### src/rtl/ingress_rr_scheduler.sv
`timescale 1ns/1ps
// Round-robin scheduler: grants one ingress buffer holding a complete frame, streams it out as AXI-Stream
// and pulses that buffer's flush. Define SCHED_STATS_EN to add the pkt_count/byte_count outputs.
module ingress_rr_scheduler #(
  parameter int N_PORTS        = 4,
  parameter int FIFO_ADDR_SIZE = 10
) (
  input  logic                                aclk,
  input  logic                                aresetn,
  input  logic [N_PORTS-1:0]                  port_ready,
  input  logic [N_PORTS*FIFO_ADDR_SIZE-1:0]   port_data_len,
  input  logic [N_PORTS*32-1:0]               port_data,
  output logic [FIFO_ADDR_SIZE-1:0]           read_ptr,
  output logic [N_PORTS-1:0]                  port_flush,
  output logic [31:0]                         m_axis_tdata,
  output logic [3:0]                          m_axis_tkeep,
  output logic                                m_axis_tvalid,
  output logic                                m_axis_tlast,
  input  logic                                m_axis_tready,
  output logic [$clog2(N_PORTS)-1:0]          grant_port,
  output logic                                busy
`ifdef SCHED_STATS_EN
 ,output logic [31:0]                         pkt_count,
  output logic [31:0]                         byte_count
`endif
);

  localparam int GW = $clog2(N_PORTS);
  localparam int AW = FIFO_ADDR_SIZE;

  localparam logic [1:0] S_IDLE   = 2'd0;
  localparam logic [1:0] S_GRANT  = 2'd1;
  localparam logic [1:0] S_STREAM = 2'd2;
  localparam logic [1:0] S_FLUSH  = 2'd3;

  localparam logic [AW:0] BEAT_BYTES = (AW+1)'(4);

  logic [1:0]         r_state;
  logic [GW-1:0]      r_grant;
  logic [AW-1:0]      r_len;
  logic [AW-1:0]      r_read_ptr;
  logic [N_PORTS-1:0] r_flush;
  logic [31:0]        r_tdata;
  logic [3:0]         r_tkeep;
  logic               r_tvalid;
  logic               r_tlast;

  logic [GW-1:0]      w_next_grant;
  logic               w_any_ready;
  logic [AW-1:0]      w_grant_len;
  logic [31:0]        w_grant_word;
  logic [N_PORTS-1:0] w_grant_onehot;
  logic [AW:0]        w_rem;
  logic [AW:0]        w_ptr_sum;
  logic [AW-1:0]      w_ptr_next;
  logic [3:0]         w_keep;
  logic               w_load;
  logic               w_last_accept;

  // NOTE: every always_comb output gets a default before any branch, so no path can infer a latch.
  always_comb begin
    w_next_grant = r_grant;
    w_any_ready  = 1'b0;
    // Walk from the farthest candidate back to grant+1 so the nearest ready port is written last.
    for (int i = N_PORTS; i >= 1; i--) begin
      if (port_ready[(int'(r_grant) + i) % N_PORTS]) begin
        w_next_grant = GW'((int'(r_grant) + i) % N_PORTS);
        w_any_ready  = 1'b1;
      end
    end
  end

  assign w_grant_len    = port_data_len[int'(r_grant)*AW +: AW];
  assign w_grant_word   = port_data[int'(r_grant)*32 +: 32];
  assign w_grant_onehot = {{(N_PORTS-1){1'b0}}, 1'b1} << r_grant;

  assign w_rem      = {1'b0, r_len} - {1'b0, r_read_ptr};
  assign w_ptr_sum  = {1'b0, r_read_ptr} + BEAT_BYTES;
  assign w_ptr_next = w_ptr_sum[AW] ? {AW{1'b1}} : w_ptr_sum[AW-1:0];

  always_comb begin
    w_keep = 4'hF;
    if (w_rem < BEAT_BYTES) begin
      case (w_rem[1:0])
        2'd1:    w_keep = 4'b0001;
        2'd2:    w_keep = 4'b0011;
        2'd3:    w_keep = 4'b0111;
        default: w_keep = 4'b0000;
      endcase
    end
  end

  assign w_last_accept = r_tvalid && m_axis_tready && r_tlast;
  // Once the tlast beat sits in the output register nothing more is fetched for this frame.
  assign w_load = (r_state == S_STREAM) && (!r_tvalid || m_axis_tready) && !(r_tvalid && r_tlast);

  // NOTE: sequential state uses non-blocking assignments so every branch reads pre-edge values.
  always_ff @(posedge aclk or negedge aresetn) begin
    if (!aresetn) begin
      r_state    <= S_IDLE;
      r_grant    <= GW'(N_PORTS - 1);
      r_len      <= '0;
      r_read_ptr <= '0;
      r_flush    <= '0;
      r_tdata    <= '0;
      r_tkeep    <= '0;
      r_tvalid   <= 1'b0;
      r_tlast    <= 1'b0;
    end else begin
      r_flush <= '0;
      case (r_state)
        S_IDLE: begin
          if (w_any_ready) begin
            r_grant <= w_next_grant;
            r_state <= S_GRANT;
          end
        end
        S_GRANT: begin
          r_len      <= w_grant_len;
          r_read_ptr <= '0;
          if (w_grant_len == '0) begin
            r_flush <= w_grant_onehot;
            r_state <= S_FLUSH;
          end else begin
            r_state <= S_STREAM;
          end
        end
        S_STREAM: begin
          if (w_last_accept) begin
            r_tvalid   <= 1'b0;
            r_tlast    <= 1'b0;
            r_read_ptr <= '0;
            r_flush    <= w_grant_onehot;
            r_state    <= S_FLUSH;
          end else if (w_load) begin
            r_tdata    <= {w_grant_word[7:0], w_grant_word[15:8], w_grant_word[23:16], w_grant_word[31:24]};
            r_tkeep    <= w_keep;
            r_tlast    <= (w_rem <= BEAT_BYTES);
            r_tvalid   <= 1'b1;
            r_read_ptr <= w_ptr_next;
          end
        end
        S_FLUSH: begin
          r_read_ptr <= '0;
          r_state    <= S_IDLE;
        end
        default: r_state <= S_IDLE;
      endcase
    end
  end

`ifdef SCHED_STATS_EN
  logic [31:0] r_pkt_count;
  logic [31:0] r_byte_count;
  logic        w_flush_entry;
  logic [31:0] w_flush_bytes;

  // A zero-length frame enters FLUSH straight from GRANT and contributes no bytes.
  assign w_flush_entry = ((r_state == S_GRANT) && (w_grant_len == '0)) ||
                         ((r_state == S_STREAM) && w_last_accept);
  assign w_flush_bytes = (r_state == S_STREAM) ? 32'(r_len) : 32'd0;

  always_ff @(posedge aclk or negedge aresetn) begin
    if (!aresetn) begin
      r_pkt_count  <= '0;
      r_byte_count <= '0;
    end else if (w_flush_entry) begin
      r_pkt_count  <= r_pkt_count + 32'd1;
      r_byte_count <= r_byte_count + w_flush_bytes;
    end
  end

  assign pkt_count  = r_pkt_count;
  assign byte_count = r_byte_count;
`endif

  assign read_ptr      = r_read_ptr;
  assign port_flush    = r_flush;
  assign m_axis_tdata  = r_tdata;
  assign m_axis_tkeep  = r_tkeep;
  assign m_axis_tvalid = r_tvalid;
  assign m_axis_tlast  = r_tlast;
  assign grant_port    = r_grant;
  assign busy          = (r_state != S_IDLE);

endmodule

### config.mk
export PLATFORM = sky130hd
export DESIGN_NAME = ingress_rr_scheduler
export DESIGN_NICKNAME = d
export VERILOG_FILES = /design/src/rtl/ingress_rr_scheduler.sv
export SDC_FILE = /design/constraint.sdc
export NUM_CORES = 1
export LEC_CHECK = 0
export ABC_AREA = 1
export CAP_MARGIN = 20
export CORE_UTILIZATION = 45
export DETAILED_ROUTE_END_ITERATION = 6
export HOLD_SLACK_MARGIN = 0.1
export PLACE_DENSITY = 0.88
export SYNTH_ARGS = -nofsm -noshare
export SYNTH_HDL_FRONTEND = slang
export SYNTH_SLANG_ARGS = --single-unit
### constraint.sdc
create_clock -name aclk -period 5.9 [get_ports aclk]
set_input_delay 0.59 -clock aclk [delete_from_list [all_inputs] [get_ports aclk]]
set_output_delay 0.59 -clock aclk [all_outputs]
set_load 0.02 [all_outputs]
# After elaboration in Yosys (flattened, before gate mapping)
# Index checks and enable logic that the tools add are counted.
totals:
  ff_bits: 66
  out_inout_bits: 55
  word_cells: 100
op_classes:
  addsub: 6
  multipliers: 1
  magnitude_cmp: 6
  n_eq_ne: 9
  shifts: 3
  muxes: 37
  n_bitwise: 5
  n_reduce_logical: 24
op_table:
  columns: ["cell", "n"]
  rows:
  - ["variable part select 128 x 8 -> 32 bit", 1]
  - ["variable part select 40 x 7 -> 10 bit", 1]
  - ["2-to-1 mux 10 bit", 3]
  - ["one-hot mux 10 bit (2 select lines)", 1]
  - ["2-to-1 mux 1 bit", 17]
  - ["< comparator 3 x 4 -> 1 bit (second input constant)", 4]
  - ["2-to-1 mux 2 bit", 6]
  - ["2-to-1 mux 4 bit", 3]
  - ["adder 10 x 3 -> 11 bit (second input constant)", 1]
  - ["less-or-equal comparator 11 x 3 -> 1 bit (second input constant)", 1]
  - ["< comparator 11 x 3 -> 1 bit (second input constant)", 1]
  - ["subtractor 10 x 10 -> 11 bit", 1]
  - ["logical NOT 10 bit", 1]
  - ["OR reduction 2 bit", 5]
  - ["one-hot mux 3 bit (3 select lines)", 1]
  - ["binary-select mux 1 bit (select 2 bit)", 4]
  - ["== test 2 bit (second input constant)", 4]
  - ["one-hot mux 2 bit (4 select lines)", 1]
  - ["one-hot mux 4 bit (2 select lines)", 1]
  - ["AND reduction 2 bit", 3]
  - ["AND reduction 3 bit", 2]
  - ["nonzero test 2 bit", 3]
  - ["logical AND 1 bit", 5]
  - ["multiplier 2 x 3 -> 5 bit (second input constant)", 1]
  - ["other kinds (12)", 20]

# Depth between registers and ports, before layout
# Gate-level depths: netlist of run 1.
logic_depth:
  ltp_word: 12
  depth_mapped: 15
  depth_no_buf: 15

# Worst setup path after synthesis of run 1
# OpenSTA, ideal clock, no wires.
synth_path:
  kind: "reg2reg"
  startpoint: "reg r_read_ptr[0] (netlist: read_ptr[0])"
  endpoint: "reg r_tkeep[0] (netlist: m_axis_tkeep[0])"
  setup_time_ns: 0.113
  arrival_time_ns: 1.917
  required_ns: 5.787
  slack_ns: 3.870
  path_stages_with_launch: 14
  path_buffers: 0
  period_less_slack_ns: 2.030
  path_cell_list: "dfrtp_1 -> ha_1 -> inv_1 -> fa_1 -> nand3_1 -> nand3_1 -> nand2_1 -> nand3_1 -> nand2_1 -> nand3_1 -> nor2_2 -> nand3_1 -> nand2_1 -> inv_1"
synth_between:
  elab_chain_len: 4
synth_lines:
  columns: ["item", "line_no", "rtl"]
  rows:
  - ["start: declaration", "41", "logic [AW-1:0] r_read_ptr;"]
  - ["start signal: assignment", "140", "r_read_ptr <= w_ptr_next;"]
  - ["subtractor 10 x 10 -> 11 bit (*)", "77", "assign w_rem = {1'b0, r_len} - {1'b0, r_read_ptr};"]
  - ["branches (longest 2 deep; another with < comparator 11 x 3 -> 1 bit)", null, null]
  - ["2-to-1 mux 4 bit (*)", "83", "if (w_rem < BEAT_BYTES) begin"]
  - ["end signal: assignment", "137", "r_tkeep <= w_keep;"]
  - ["end: declaration", "44", "logic [3:0] r_tkeep;"]
# Mark *: on every way between the ends.
# A chain may end at the register's enable or synchronous reset.

# Final worst setup path of run 1
layout_path:
  startpoint: "reg r_grant[0] (netlist: grant_port[0])"
  endpoint: "reg r_grant[0] (netlist: grant_port[0])"
layout_between:
  elab_chain_len: 9
layout_lines:
  columns: ["item", "line_no", "rtl"]
  rows:
  - ["start: declaration", "39", "logic [GW-1:0] r_grant;"]
  - ["start signal: assignment", "101", "r_grant <= GW'(N_PORTS - 1);"]
  - ["start signal: assignment", "114", "r_grant <= w_next_grant;"]
  - ["adder 2 x 1 -> 2 bit", "66, 67", null]
  - ["binary-select mux 1 bit (select 2 bit)", "66", "if (port_ready[(int'(r_grant) + i) % N_PORTS]) begin"]
  - ["2-to-1 mux 1 bit (implied by the code) (2 in a row)", "66", null]
  - ["2-to-1 mux 1 bit (4 in a row)", "66", null]
  - ["AND reduction 3 bit (no line)", null, null]
# Parallel ways exist; a longest one is shown, timed or not. The select of a mux whose other input is x is not followed.

==> results of run 1 <==
per-layer routing:
layer	vias up	share of wire (%)	wire, um
li1	2718	-	-
met1	2540	39	6370
met2	234	51	8210
met3	34	7.2	1160
met4	0	2.7	442
met5	-	0	0
Yosys cell counts (all sizes together) (2+ instances only):
master  count  area [um^2]
xor2        4         35.0
o211ai      2         15.0
buf        20          141
clkbuf     17         63.8
nand3b      3         22.5
dfstp       2         52.6
nand3      38          195
a21oi       7         35.0
nand4       5         31.3
nand2     233          882
nor3        3         15.0
o21ai      95          479
ha         20          250
a31oi       2         12.5
nor2       91          347
or2         4         25.0
dfrtp      63         1580
and3        2         12.5
inv        57          216
o22ai      33          206
power groups by stage:
stage / registers (mW) / logic, mW / clock network, mW
6_report: 0.816 / 2.14 / 0.358
5_1_grt: 0.841 / 2.38 / 0.382
4_1_cts: 0.814 / 2.11 / 0.360
3_5_place_dp: 0.812 / 2.10 / 0
3_3_place_gp: 0.810 / 2.05 / 0
2_1_floorplan: 0.871 / 1.35 / 0
per-stage QoR:
step / instances / power (mW) / setup slack [ns] / cell area, um^2
finish: 1054 / 3.31 / 2.89 / 7180
detailed placement: 1037 / 2.91 / 2.88 / 6970
global placement: 1037 / 2.86 / 2.91 / 6970
global route: 1054 / 3.60 / 2.66 / 7180
floorplan: 709 / 2.22 / 3.87 / 4700
CTS: 1053 / 3.28 / 2.95 / 7150
logic make-up (layout without fill, tap and decap cells):
family          Yosys count  in the layout  synth area share, %
compound gates          145            145                 17.1
fa+ha+maj                21             21                 5.75
buf+inv                  94            306                 8.97
simple gates            379            379                 32.6
xor+xnor                  5              5                0.932
flops                    65             65                 34.7
worst max-delay path, cell delays in order, from the launching register on:
cell and delay (ns):
sky130_fd_sc_hd__dfstp_2 0.94, sky130_fd_sc_hd__buf_4 0.57, sky130_fd_sc_hd__inv_4 0.40, sky130_fd_sc_hd__ha_1 0.46
sky130_fd_sc_hd__inv_1 0.07, sky130_fd_sc_hd__nand2_1 0.08, sky130_fd_sc_hd__nand3_1 0.09, sky130_fd_sc_hd__nand2_1 0.06
sky130_fd_sc_hd__xor2_1 0.14
registers in the layout, indices dropped and copies added (netlist names):
signal	flops
grant_port	2
m_axis_tdata	32
m_axis_tkeep	4
m_axis_tlast	1
m_axis_tvalid	1
port_flush	4
r_len	10
r_state	2
read_ptr	9
final cells by class:
cell class	count	area, um^2	area share (%)
Timing Repair Buffer	233	2340	32.6
Tap cell	133	166	2.32
Sequential cell	65	1630	22.7
Clock inverter	6	42.5	0.593
Multi-Input combinational cell	550	2650	36.9
Clock buffer	10	138	1.92
Inverter	57	216	3.01
worst max-delay path by stage:
| stage | start | end |
|---|---|---|
| after floorplan | read_ptr[0] | m_axis_tkeep[0] |
| after global placement | m_axis_tready | m_axis_tdata[13] |
| after detailed placement | m_axis_tready | m_axis_tdata[27] |
| after CTS | grant_port[0] | grant_port[0] |
| after global routing | grant_port[0] | port_flush[0] |
| final | grant_port[0] | grant_port[0] |
==> results by group, run 1 <==
Setup path
  – Critical Path Sink Type: register
  – Capture point of the worst reg-to-reg path: grant_port[0]
  – Worst setup path class: reg -> reg
  – CP startpoint kind: register
  – Worst reg2reg path depth: 8
  – Origin of the critical flop-to-flop path: grant_port[0]
  – Crit path required time: just over 6 ns
  – Setup slack on the worst flop-to-flop path: 2.89 ns
  – Arrival @ worst endpoint: around 3.3 ns
  – Maximum fanout along the worst path: 90

CTS
  – CTS Root Cell: sky130_fd_sc_hd__clkbuf_8
  – Number of setup buffers added after CTS: 0
  – Maximum clock path buffer count: 2
  – CTS clk-pin slew, worst paths: 0.08 ns
  – Number of cells upsized or downsized after cts: 0
  – Clock latency at the later pin of the worst-skew pair: between 0.3 and 0.4 ns
  – TritonCTS Buffers: 9
  – Max H-tree Level: 3
  – # hold bufs at CTS: 0
  – CTS tree: done
  – Clock Sink Count: 65

Yosys
  – Post-Syn Nets: 905
  – Synthesized flop and latch total: 65
  – Warnings from Yosys: 0
  – Post-synthesis cell type count: 37
  – EDFF count, synth: 0
  – Dominant synthesized flop cell: sky130_fd_sc_hd__dfrtp_1
  – Mean cell area of the mapped netlist: approximately 6.6 um^2
  – Sequential element share of the synthesized area: a little over a third
  – Fraction of registers with async set/reset: 100%
  – Cell count after synthesis: between 700 and 800
  – Synth Cell Area: 4700 um^2

Floorplan
  – IO Count: 230
  – Die Area: roughly 11000 um^2
  – Number of core rows: 36
  – Initial core utilization: between 40% and 50%
  – Die boundary height: ~100 um
  – Die Width: 104 um
  – Core area: ~10000 um^2

GRT
  – Met1 Usage GRT: 35.1%
  – Grt met3 use: around 6%
  – GRT Residual Overflow: 0
  – Number of global-route vias before repair: 5166
  – Global routing usage summed across all routing layers: just under 30%
  – Antenna violations before repair: 0
  – GRT busiest layer: met2
  – Wire length of the first global-routing pass: roughly 26 mm
  – Maximum number of pins on one net before global-route repair: between 90 and 100
  – Met2 usage in global routing: 53.1%

STA
  – Timing-limited maximum frequency: between 300 and 400 MHz
  – Hold Fails Final Rpt: 0
  – Total Negative Setup Slacks: 0 ns
  – Fraction of the cycle the final worst path needs: a little over 50%
  – Max-slew violations: 0
  – Time the worst path needs with I/O delays and setup: approximately 3 ns
  – Layout Skew: approximately 0.0054 ns
  – Worst slack on hold paths: roughly 0.40 ns
  – Transition at the pin with the smallest max-transition slack: around 0.83 ns
  – Unrepaired setup endpoints after global routing: false
  – # setup viols final: 0
  – Max transition margin: between 40 and 50%

Placement
  – Number of port buffers: roughly 230
  – HPWL Detailed: 11.9 mm
  – Routability Congestion: approximately 0.9

Flow run
  – Max cap viols: 0

Detailed routing
  – Number of DRC violations after detailed routing: 10
  – Detailed-routing iteration count for the pre-antenna-repair pass: 7
  – Vias/cell: 5.24
  – Post-detailed-routing wire length: 16.2 mm
  – Vias: 5526
  – Post-detailed-route wirelength per cell: roughly 15 um
  – Final ANT Viol Nets: 0
  – Number of DRC violations after detailed-routing iteration 0: between 200 and 300

Final layout
  – FILL cells: 835
  – Final core utilization: between 70% and 80%
  – Antenna cell count: 0
  – Fraction of layout instances using a drive strength above 1: approximately 4.3%
  – Synth-to-layout area growth: 52.8%
  – Most common cell after layout, fill and taps aside: sky130_fd_sc_hd__nand2_1
  – Most frequent cells in the layout: sky130_fd_sc_hd__nand2_1, sky130_fd_sc_hd__clkdlybuf4s50_1, sky130_fd_sc_hd__o21ai_0, sky130_fd_sc_hd__nor2_1, sky130_fd_sc_hd__dfrtp_1
  – Layout net count: 1112

Status
  – Failing checks: DRC
  – Result of the run: complete, but fails checks

Power
  – Power density relative to cell area: about 460 nW/um^2
  – Sw Share: around half
  – Net Switching: 1.67 mW
  – Internal power contribution: 1.64 mW
  – Static leakage: about 3.3 nW
  – Flop pwr share: roughly a quarter
  – Maximum resistive drop on vdd: between 0.2 and 0.25 mV
  – Combinational fraction of design power: between 60 and 70%
  – Share of total power in the clock network: 10.8%

Worst hold path
  – Kind of path behind the tightest hold check: in -> async
No activity file was read; power rests on OpenSTA's default activity.
==> run 2: changes to the inputs <==
--- a/config.mk
+++ b/config.mk
@@ -7,10 +7,10 @@
 export LEC_CHECK = 0
 export ABC_AREA = 1
 export CAP_MARGIN = 20
-export CORE_UTILIZATION = 45
+export CORE_UTILIZATION = 37
 export DETAILED_ROUTE_END_ITERATION = 6
 export HOLD_SLACK_MARGIN = 0.1
-export PLACE_DENSITY = 0.88
+export PLACE_DENSITY = 0.77
 export SYNTH_ARGS = -nofsm -noshare
 export SYNTH_HDL_FRONTEND = slang
 export SYNTH_SLANG_ARGS = --single-unit
==> constraint.sdc (replaced) <==
create_clock -name aclk -period 2.6 [get_ports aclk]
set_input_delay 0.26 -clock aclk [delete_from_list [all_inputs] [get_ports aclk]]
set_output_delay 0.26 -clock aclk [all_outputs]
set_load 0.02 [all_outputs]
==> results by group, run 2 (synthesis results as in run 1) <==
Power
  – Pwr Total: 7.94 mW (was 3.31 mW)
  – Power density relative to cell area: 1080 nW/um^2 (was 461 nW/um^2)
  – Maximum resistive drop on vdd: 0.546 mV (was 0.236 mV)
  – Static leakage: 3.42 nW (was 3.34 nW)

Setup path
  – Kind of cell adding the most delay to the critical path: buffers and inverters (unchanged)
  – Critical Path End: grant_port[1] (was grant_port[0])
  – Largest stage delay, worst path: 0.70 ns (was 0.94 ns)
  – CP Cell Sequence: buf_4 > clkdlybuf4s50_1 (was buf_4 > inv_4 > ha_1 > inv_1 > nand2_1 > nand3_1 > nand2_1 > xor2_1)
  – Capture point of the worst reg-to-reg path: m_axis_tkeep[1] (was grant_port[0])
  – Critical Path Sink Type: output port (was register)
  – CP startpoint kind: register (unchanged)
  – Crit path required time: 2.34 ns (was 6.15 ns)
  – Worst setup path class: reg -> out (was reg -> reg)
  – Cell with the largest stage delay on the worst path: sky130_fd_sc_hd__clkdlybuf4s50_1 (was sky130_fd_sc_hd__dfstp_2)
  – Worst reg2reg path depth: 13 (was 8)
  – Launching instance or port of the critical path: grant_port[1] (was grant_port[0])
  – Maximum fanout along the worst path: 47 (was 90)
  – Number of buffers and inverters on the critical path: 2 (was 3)
  – Origin of the critical flop-to-flop path: read_ptr[0] (was grant_port[0])
  – Arrival @ worst endpoint: 1.99 ns (was 3.26 ns)
  – Critical path depth in cells: 2 (was 8)
  – Setup slack on the worst flop-to-flop path: 0.50 ns (was 2.89 ns)

Final layout
  – Finished layout cell area: 7380 um^2 (was 7180 um^2)
  – Synth-to-layout area growth: 57.1% (was 52.8%)
  – Most common cell after layout, fill and taps aside: sky130_fd_sc_hd__nand2_1 (unchanged)
  – Antenna cell count: 0 (unchanged)
  – Fraction of layout instances using a drive strength above 1: 4.44% (was 4.34%)
  – FILL cells: 1132 (was 835)
  – Layout net count: 1116 (was 1112)
  – Most frequent cells in the layout: sky130_fd_sc_hd__nand2_1, sky130_fd_sc_hd__clkdlybuf4s50_1, sky130_fd_sc_hd__o21ai_0, sky130_fd_sc_hd__nor2_1, sky130_fd_sc_hd__dfrtp_1 (unchanged)
  – Non-filler cells in the finished layout: 1092 (was 1054)
  – Final core utilization: 60.5% (was 72.1%)
  – Largest register FFs: 32 (unchanged)

GRT
  – Number of global-route vias before repair: 5103 (was 5166)
  – Antenna violations before repair: 0 (unchanged)
  – Maximum number of pins on one net before global-route repair: 93 (was 91)
  – GRT Residual Overflow: 0 (unchanged)
  – Global routing usage summed across all routing layers: 24.2% (was 29.8%)
  – Wire length of the first global-routing pass: 24.8 mm (was 25.6 mm)

STA
  – Hold Fails Final Rpt: 0 (unchanged)
  – Fraction of the cycle the final worst path needs: between 80% and 90%
  – Max-slew violations: 0 (unchanged)
  – Time the worst path needs with I/O delays and setup: approximately 2.2 ns
  – # setup viols final: 0 (unchanged)
  – Max transition margin: 43.5% (was 45.0%)
  – Timing-limited maximum frequency: about 450 MHz
  – Transition at the pin with the smallest max-transition slack: 0.847 ns (was 0.825 ns)
  – Unrepaired setup endpoints after global routing: false (unchanged)
  – Layout Skew: 0.00560 ns (was 0.00543 ns)
  – Total Negative Setup Slacks: 0 ns (unchanged)

Detailed routing
  – Vias: 5408 (was 5526)
  – Detailed-routing iteration count for the pre-antenna-repair pass: 5 (was 7)
  – Number of DRC violations after detailed-routing iteration 0: 252 (was 289)
  – Post-detailed-route wirelength per cell: 14.6 um (was 15.4 um)
  – Number of DRC violations after detailed routing: 0 (was 10)
  – Final ANT Viol Nets: 0 (unchanged)
  – Post-detailed-routing wire length: 15.9 mm (was 16.2 mm)
  – Vias/cell: 4.95 (was 5.24)

Placement
  – Placement-stage cell area: 7080 um^2 (was 6970 um^2)
  – Routability Congestion: 0.886 (was 0.879)
  – Number of port buffers: 229 (unchanged)
  – HPWL Detailed: 11.8 mm (was 11.9 mm)
  – Number of placed instances with taps included: 1076 (was 1037)

CTS
  – CTS clk-pin slew, worst paths: 0.05 ns (was 0.08 ns)
  – TritonCTS Buffers: 9 (unchanged)
  – Number of setup buffers added after CTS: 0 (unchanged)
  – Maximum clock path buffer count: 2 (unchanged)
  – CTS Root Cell: sky130_fd_sc_hd__clkbuf_16 (was sky130_fd_sc_hd__clkbuf_8)
  – Clock Sink Count: 65 (unchanged)
  – # hold bufs at CTS: 1 (was 0)
  – CTS tree: done (unchanged)
  – Number of cells upsized or downsized after cts: 0 (unchanged)
  – Clock latency at the later pin of the worst-skew pair: 0.33 ns (was 0.35 ns)
  – Max H-tree Level: 3 (unchanged)

Floorplan
  – Die boundary height: 115 um (was 104 um)
  – Core area: 12200 um^2 (was 9950 um^2)
  – Number of core rows: 40 (was 36)
  – Initial core utilization: 38.5% (was 47.2%)
  – Die Area: 13200 um^2 (was 10900 um^2)
  – Die Width: 115 um (was 104 um)
  – IO Count: 230 (unchanged)

Status
  – Result of the run: finished clean (was complete, but fails checks)

Worst hold path
  – Hold path startpoint: m_axis_tdata[11]
  – Kind of path behind the tightest hold check: reg -> reg (was in -> async)

Flow run
  – Max cap viols: 0 (unchanged)
run 2: per-layer routing:
metal	vias up	wire, um	track usage (%)
met1	2463	6930	29.6
met4	0	375	8.05
met5	-	0	0
met3	29	894	6.25
met2	184	7710	41.3
li1	2732	-	-
run 2: layout make-up:
class	count	area [um^2]	area share, %
Clock inverter	3	40.0	0.542
Timing Repair Buffer	237	2370	32.2
Clock buffer	12	256	3.47
Tap cell	168	210	2.85
Sequential cell	65	1630	22.1
Multi-Input combinational cell	550	2660	36.0
Inverter	57	216	2.93
run 2: power breakdown:
part / internal [mW] / switching, mW / leakage (nW) / total (mW)
Clock: 0.786 / 0.426 / 0.148 / 1.21
Combinational: 1.95 / 3.09 / 2.46 / 5.04
Sequential: 1.42 / 0.273 / 0.807 / 1.69
Total: 4.15 / 3.79 / 3.42 / 7.94
run 2: worst min-delay path by stage:
stage / to / cells past startpoint / slack, ns
5_1_grt: m_axis_tdata[29] / 2 / 0.50
2_1_floorplan: m_axis_tdata[0] / 0 / -0.04
6_report: m_axis_tdata[11] / 2 / 0.48
4_1_cts: m_axis_tdata[11] / 2 / 0.48
3_5_place_dp: read_ptr[6] / 2 / 0.31
3_3_place_gp: read_ptr[6] / 2 / 0.31
run 2: tightest hold or removal path, stage by stage (launching register included):
cell and delay (ns):
sky130_fd_sc_hd__dfrtp_1 0.34, sky130_fd_sc_hd__nand2_1 0.05, sky130_fd_sc_hd__nand2_1 0.05
run 2: per-stage QoR:
step,hold WS [ns],setup slack [ns]
after global routing,0.495,0.273
after global placement,0.310,0.577
after CTS,0.482,0.338
final,0.476,0.353
after floorplan,-0.0356,0.570
after detailed placement,0.308,0.538
==> run 3: changes to the inputs <==
--- a/config.mk
+++ b/config.mk
@@ -7,6 +7,7 @@
 export LEC_CHECK = 0
 export ABC_AREA = 1
 export CAP_MARGIN = 20
+export CORE_MARGIN = 2
 export CORE_UTILIZATION = 37
 export DETAILED_ROUTE_END_ITERATION = 6
 export HOLD_SLACK_MARGIN = 0.1
==> results by group, run 3 (synthesis results as in run 1) <==
Worst hold path
  – Kind of path behind the tightest hold check: reg -> reg (unchanged)
  – Hold path startpoint: r_len[0] (was m_axis_tdata[11])
  – Hold worst-path end: r_len[0] (was m_axis_tdata[11])
  – Worst Hold Path Cells: 1 (was 2)

Final layout
  – Largest register FFs: 32 (unchanged)
  – Multi-input combinational cell area: 2650 um^2 (was 2660 um^2)
  – Final core utilization: 59.0% (was 60.5%)
  – Fraction of layout instances using a drive strength above 1: 4.96% (was 4.44%)
  – FILL cells: 1194 (was 1132)
  – Most frequent cells in the layout: sky130_fd_sc_hd__nand2_1, sky130_fd_sc_hd__clkdlybuf4s50_1, sky130_fd_sc_hd__o21ai_0, sky130_fd_sc_hd__nor2_1, sky130_fd_sc_hd__dfrtp_1 (unchanged)
  – Sequential standard cell area: 1630 um^2 (unchanged)
  – Synth-to-layout area growth: 57.1% (about the same)
  – Most common cell after layout, fill and taps aside: sky130_fd_sc_hd__nand2_1 (unchanged)
  – Non-filler cells in the finished layout: 1101 (was 1092)
  – Layout net count: 1119 (was 1116)

Placement
  – Number of port buffers: 229 (unchanged)
  – HPWL Detailed: 12.2 mm (was 11.8 mm)
  – Number of placed instances with taps included: 1083 (was 1076)
  – Routability Congestion: 0.939 (was 0.886)

Setup path
  – Worst setup path class: reg -> out (unchanged)
  – Critical Path Sink Type: output port (unchanged)
  – Crit path required time: 2.34 ns (about the same)
  – Largest stage delay, worst path: 0.67 ns (was 0.70 ns)
  – Capture point of the worst reg-to-reg path: m_axis_tkeep[0] (was m_axis_tkeep[1])
  – Arrival @ worst endpoint: 1.97 ns (was 1.99 ns)
  – Origin of the critical flop-to-flop path: read_ptr[0] (unchanged)
  – Cell with the largest stage delay on the worst path: sky130_fd_sc_hd__clkdlybuf4s50_1 (unchanged)
  – Number of buffers and inverters on the critical path: 2 (unchanged)
  – Setup slack on the worst flop-to-flop path: 0.51 ns (was 0.50 ns)
  – Worst reg2reg path depth: 13 (unchanged)
  – CP Cell Sequence: buf_12 > clkdlybuf4s50_1 (was buf_4 > clkdlybuf4s50_1)
  – CP startpoint kind: register (unchanged)
  – Kind of cell adding the most delay to the critical path: buffers and inverters (unchanged)
  – Maximum fanout along the worst path: 89 (was 47)

Detailed routing
  – Final ANT Viol Nets: 0 (unchanged)
  – Post-detailed-route wirelength per cell: 14.7 um (was 14.6 um)
  – Number of DRC violations after detailed-routing iteration 0: 409 (was 252)
  – Post-detailed-routing wire length: 16.2 mm (was 15.9 mm)
  – Number of DRC violations after detailed routing: 0 (unchanged)
  – Vias/cell: 4.94 (was 4.95)
  – Detailed-routing iteration count for the pre-antenna-repair pass: 5 (unchanged)
  – Vias: 5442 (was 5408)

STA
  – Time the worst path needs with I/O delays and setup: 2.23 ns (was 2.25 ns)
  – # setup viols final: 0 (unchanged)
  – Max transition margin: 43.5% (about the same)
  – Total Negative Setup Slacks: 0 ns (unchanged)
  – Transition at the pin with the smallest max-transition slack: 0.847 ns (about the same)
  – Timing-limited maximum frequency: 449 MHz (was 445 MHz)
  – Max-slew violations: 0 (unchanged)
  – Layout Skew: 0.00876 ns (was 0.00560 ns)
  – Hold Fails Final Rpt: 0 (unchanged)
  – Fraction of the cycle the final worst path needs: 85.6% (was 86.4%)
  – Unrepaired setup endpoints after global routing: false (unchanged)

Floorplan
  – IO Count: 230 (unchanged)
  – Die boundary height: 117 um (was 115 um)
  – Die Width: 117 um (was 115 um)
  – Die Area: 13600 um^2 (was 13200 um^2)
  – Initial core utilization: 37.5% (was 38.5%)
  – Core area: 12500 um^2 (was 12200 um^2)
  – Number of core rows: 41 (was 40)

Power
  – Flop pwr share: 21.3% (about the same)
  – Sw Share: 48.4% (was 47.7%)
  – Combinational fraction of design power: 64.2% (was 63.5%)
  – Maximum resistive drop on vdd: 0.499 mV (was 0.546 mV)
  – Static leakage: 3.42 nW (about the same)
  – Internal power contribution: 4.06 mW (was 4.15 mW)
  – Net Switching: 3.82 mW (was 3.79 mW)
  – Power density relative to cell area: 1070 nW/um^2 (was 1080 nW/um^2)
  – Pwr Total: 7.88 mW (was 7.94 mW)
  – Share of total power in the clock network: 14.4% (was 15.3%)

CTS
  – TritonCTS Buffers: 9 (unchanged)
  – Clock latency at the later pin of the worst-skew pair: 0.33 ns (about the same)
  – Maximum clock path buffer count: 2 (unchanged)
  – Number of cells upsized or downsized after cts: 0 (unchanged)
  – CTS tree: done (unchanged)
  – Clock Sink Count: 65 (unchanged)
  – CTS clk-pin slew, worst paths: 0.05 ns (about the same)
  – CTS Root Cell: sky130_fd_sc_hd__clkbuf_16 (unchanged)
  – Max H-tree Level: 3 (unchanged)

GRT
  – Maximum number of pins on one net before global-route repair: 91 (was 93)
  – Number of global-route vias before repair: 5269 (was 5103)
  – GRT Residual Overflow: 0 (unchanged)
  – Global routing usage summed across all routing layers: 23.7% (was 24.2%)
  – Antenna violations before repair: 0 (unchanged)
  – Wire length of the first global-routing pass: 25.4 mm (was 24.8 mm)

Flow run
  – Max cap viols: 0 (unchanged)

Status
  – Result of the run: finished clean (unchanged)
## run 3: worst max-delay path by stage
stage	cells after the start	slack, ns	startpoint	endpoint
2_1_floorplan	13	0.57	read_ptr[0]	m_axis_tkeep[0]
5_1_grt	13	0.20	read_ptr[0]	m_axis_tkeep[0]
4_1_cts	2	0.35	grant_port[0]	grant_port[0]
3_5_place_dp	13	0.52	read_ptr[0]	m_axis_tkeep[2]
6_report	2	0.37	grant_port[0]	grant_port[0]
3_3_place_gp	7	0.52	m_axis_tready	m_axis_tdata[5]
## run 3: cell type report
type | count | share of cell area (%)
Inverter | 57 | 2.93
Timing Repair Buffer | 240 | 32.3
Multi-Input combinational cell | 550 | 35.9
Antenna cell | 1 | 0.0339
Tap cell | 172 | 2.92
Sequential cell | 65 | 22.1
Clock inverter | 5 | 0.407
Clock buffer | 11 | 3.42
## run 3: power groups by stage
stage	logic, mW	registers, mW	clock network (mW)
after floorplan	3.07	1.98	0
after global placement	5.01	1.68	0
after detailed placement	5.07	1.68	0
after global routing	5.66	1.73	1.21
final	5.06	1.68	1.14
after CTS	5.08	1.68	1.16
## run 3: through the flow
| stage | setup slack (ns) | hold WS [ns] | cell area [um^2] |
|---|---|---|---|
| 2_1_floorplan | 0.570 | -0.0356 | 4700 |
| 3_3_place_gp | 0.520 | 0.360 | 7090 |
| 3_5_place_dp | 0.523 | 0.355 | 7090 |
| 4_1_cts | 0.347 | 0.483 | 7380 |
| 5_1_grt | 0.204 | 0.500 | 7380 |
| 6_report | 0.374 | 0.479 | 7380 |
## run 3: what timing repair did
item | 4_1_cts | 5_1_grt
hold endpoints to repair | 26 | 0
setup buffers | 0 | 0
hold buffers | 1 | 0
## run 3: metal layers
metal,share of wire (%),vias up,GRT usage [%]
met5,0,-,0
met4,2.4,0,7.92
met3,7.2,33,5.86
met2,49,224,41.3
met1,41,2452,28.8
li1,-,2733,-
## run 3: worst register-to-register path, stage by stage, from the launching register on
cell and delay [ns]:
sky130_fd_sc_hd__dfrtp_1 0.42, sky130_fd_sc_hd__ha_1 0.17, sky130_fd_sc_hd__inv_1 0.07, sky130_fd_sc_hd__fa_1 0.43, sky130_fd_sc_hd__nand3_1 0.12, sky130_fd_sc_hd__nand3_1 0.09
sky130_fd_sc_hd__nand2_1 0.09, sky130_fd_sc_hd__nand3_1 0.07, sky130_fd_sc_hd__nand2_1 0.09, sky130_fd_sc_hd__nand3_1 0.09, sky130_fd_sc_hd__nor2_2 0.17, sky130_fd_sc_hd__nand3_1 0.10
sky130_fd_sc_hd__nand2_1 0.07, sky130_fd_sc_hd__inv_1 0.03
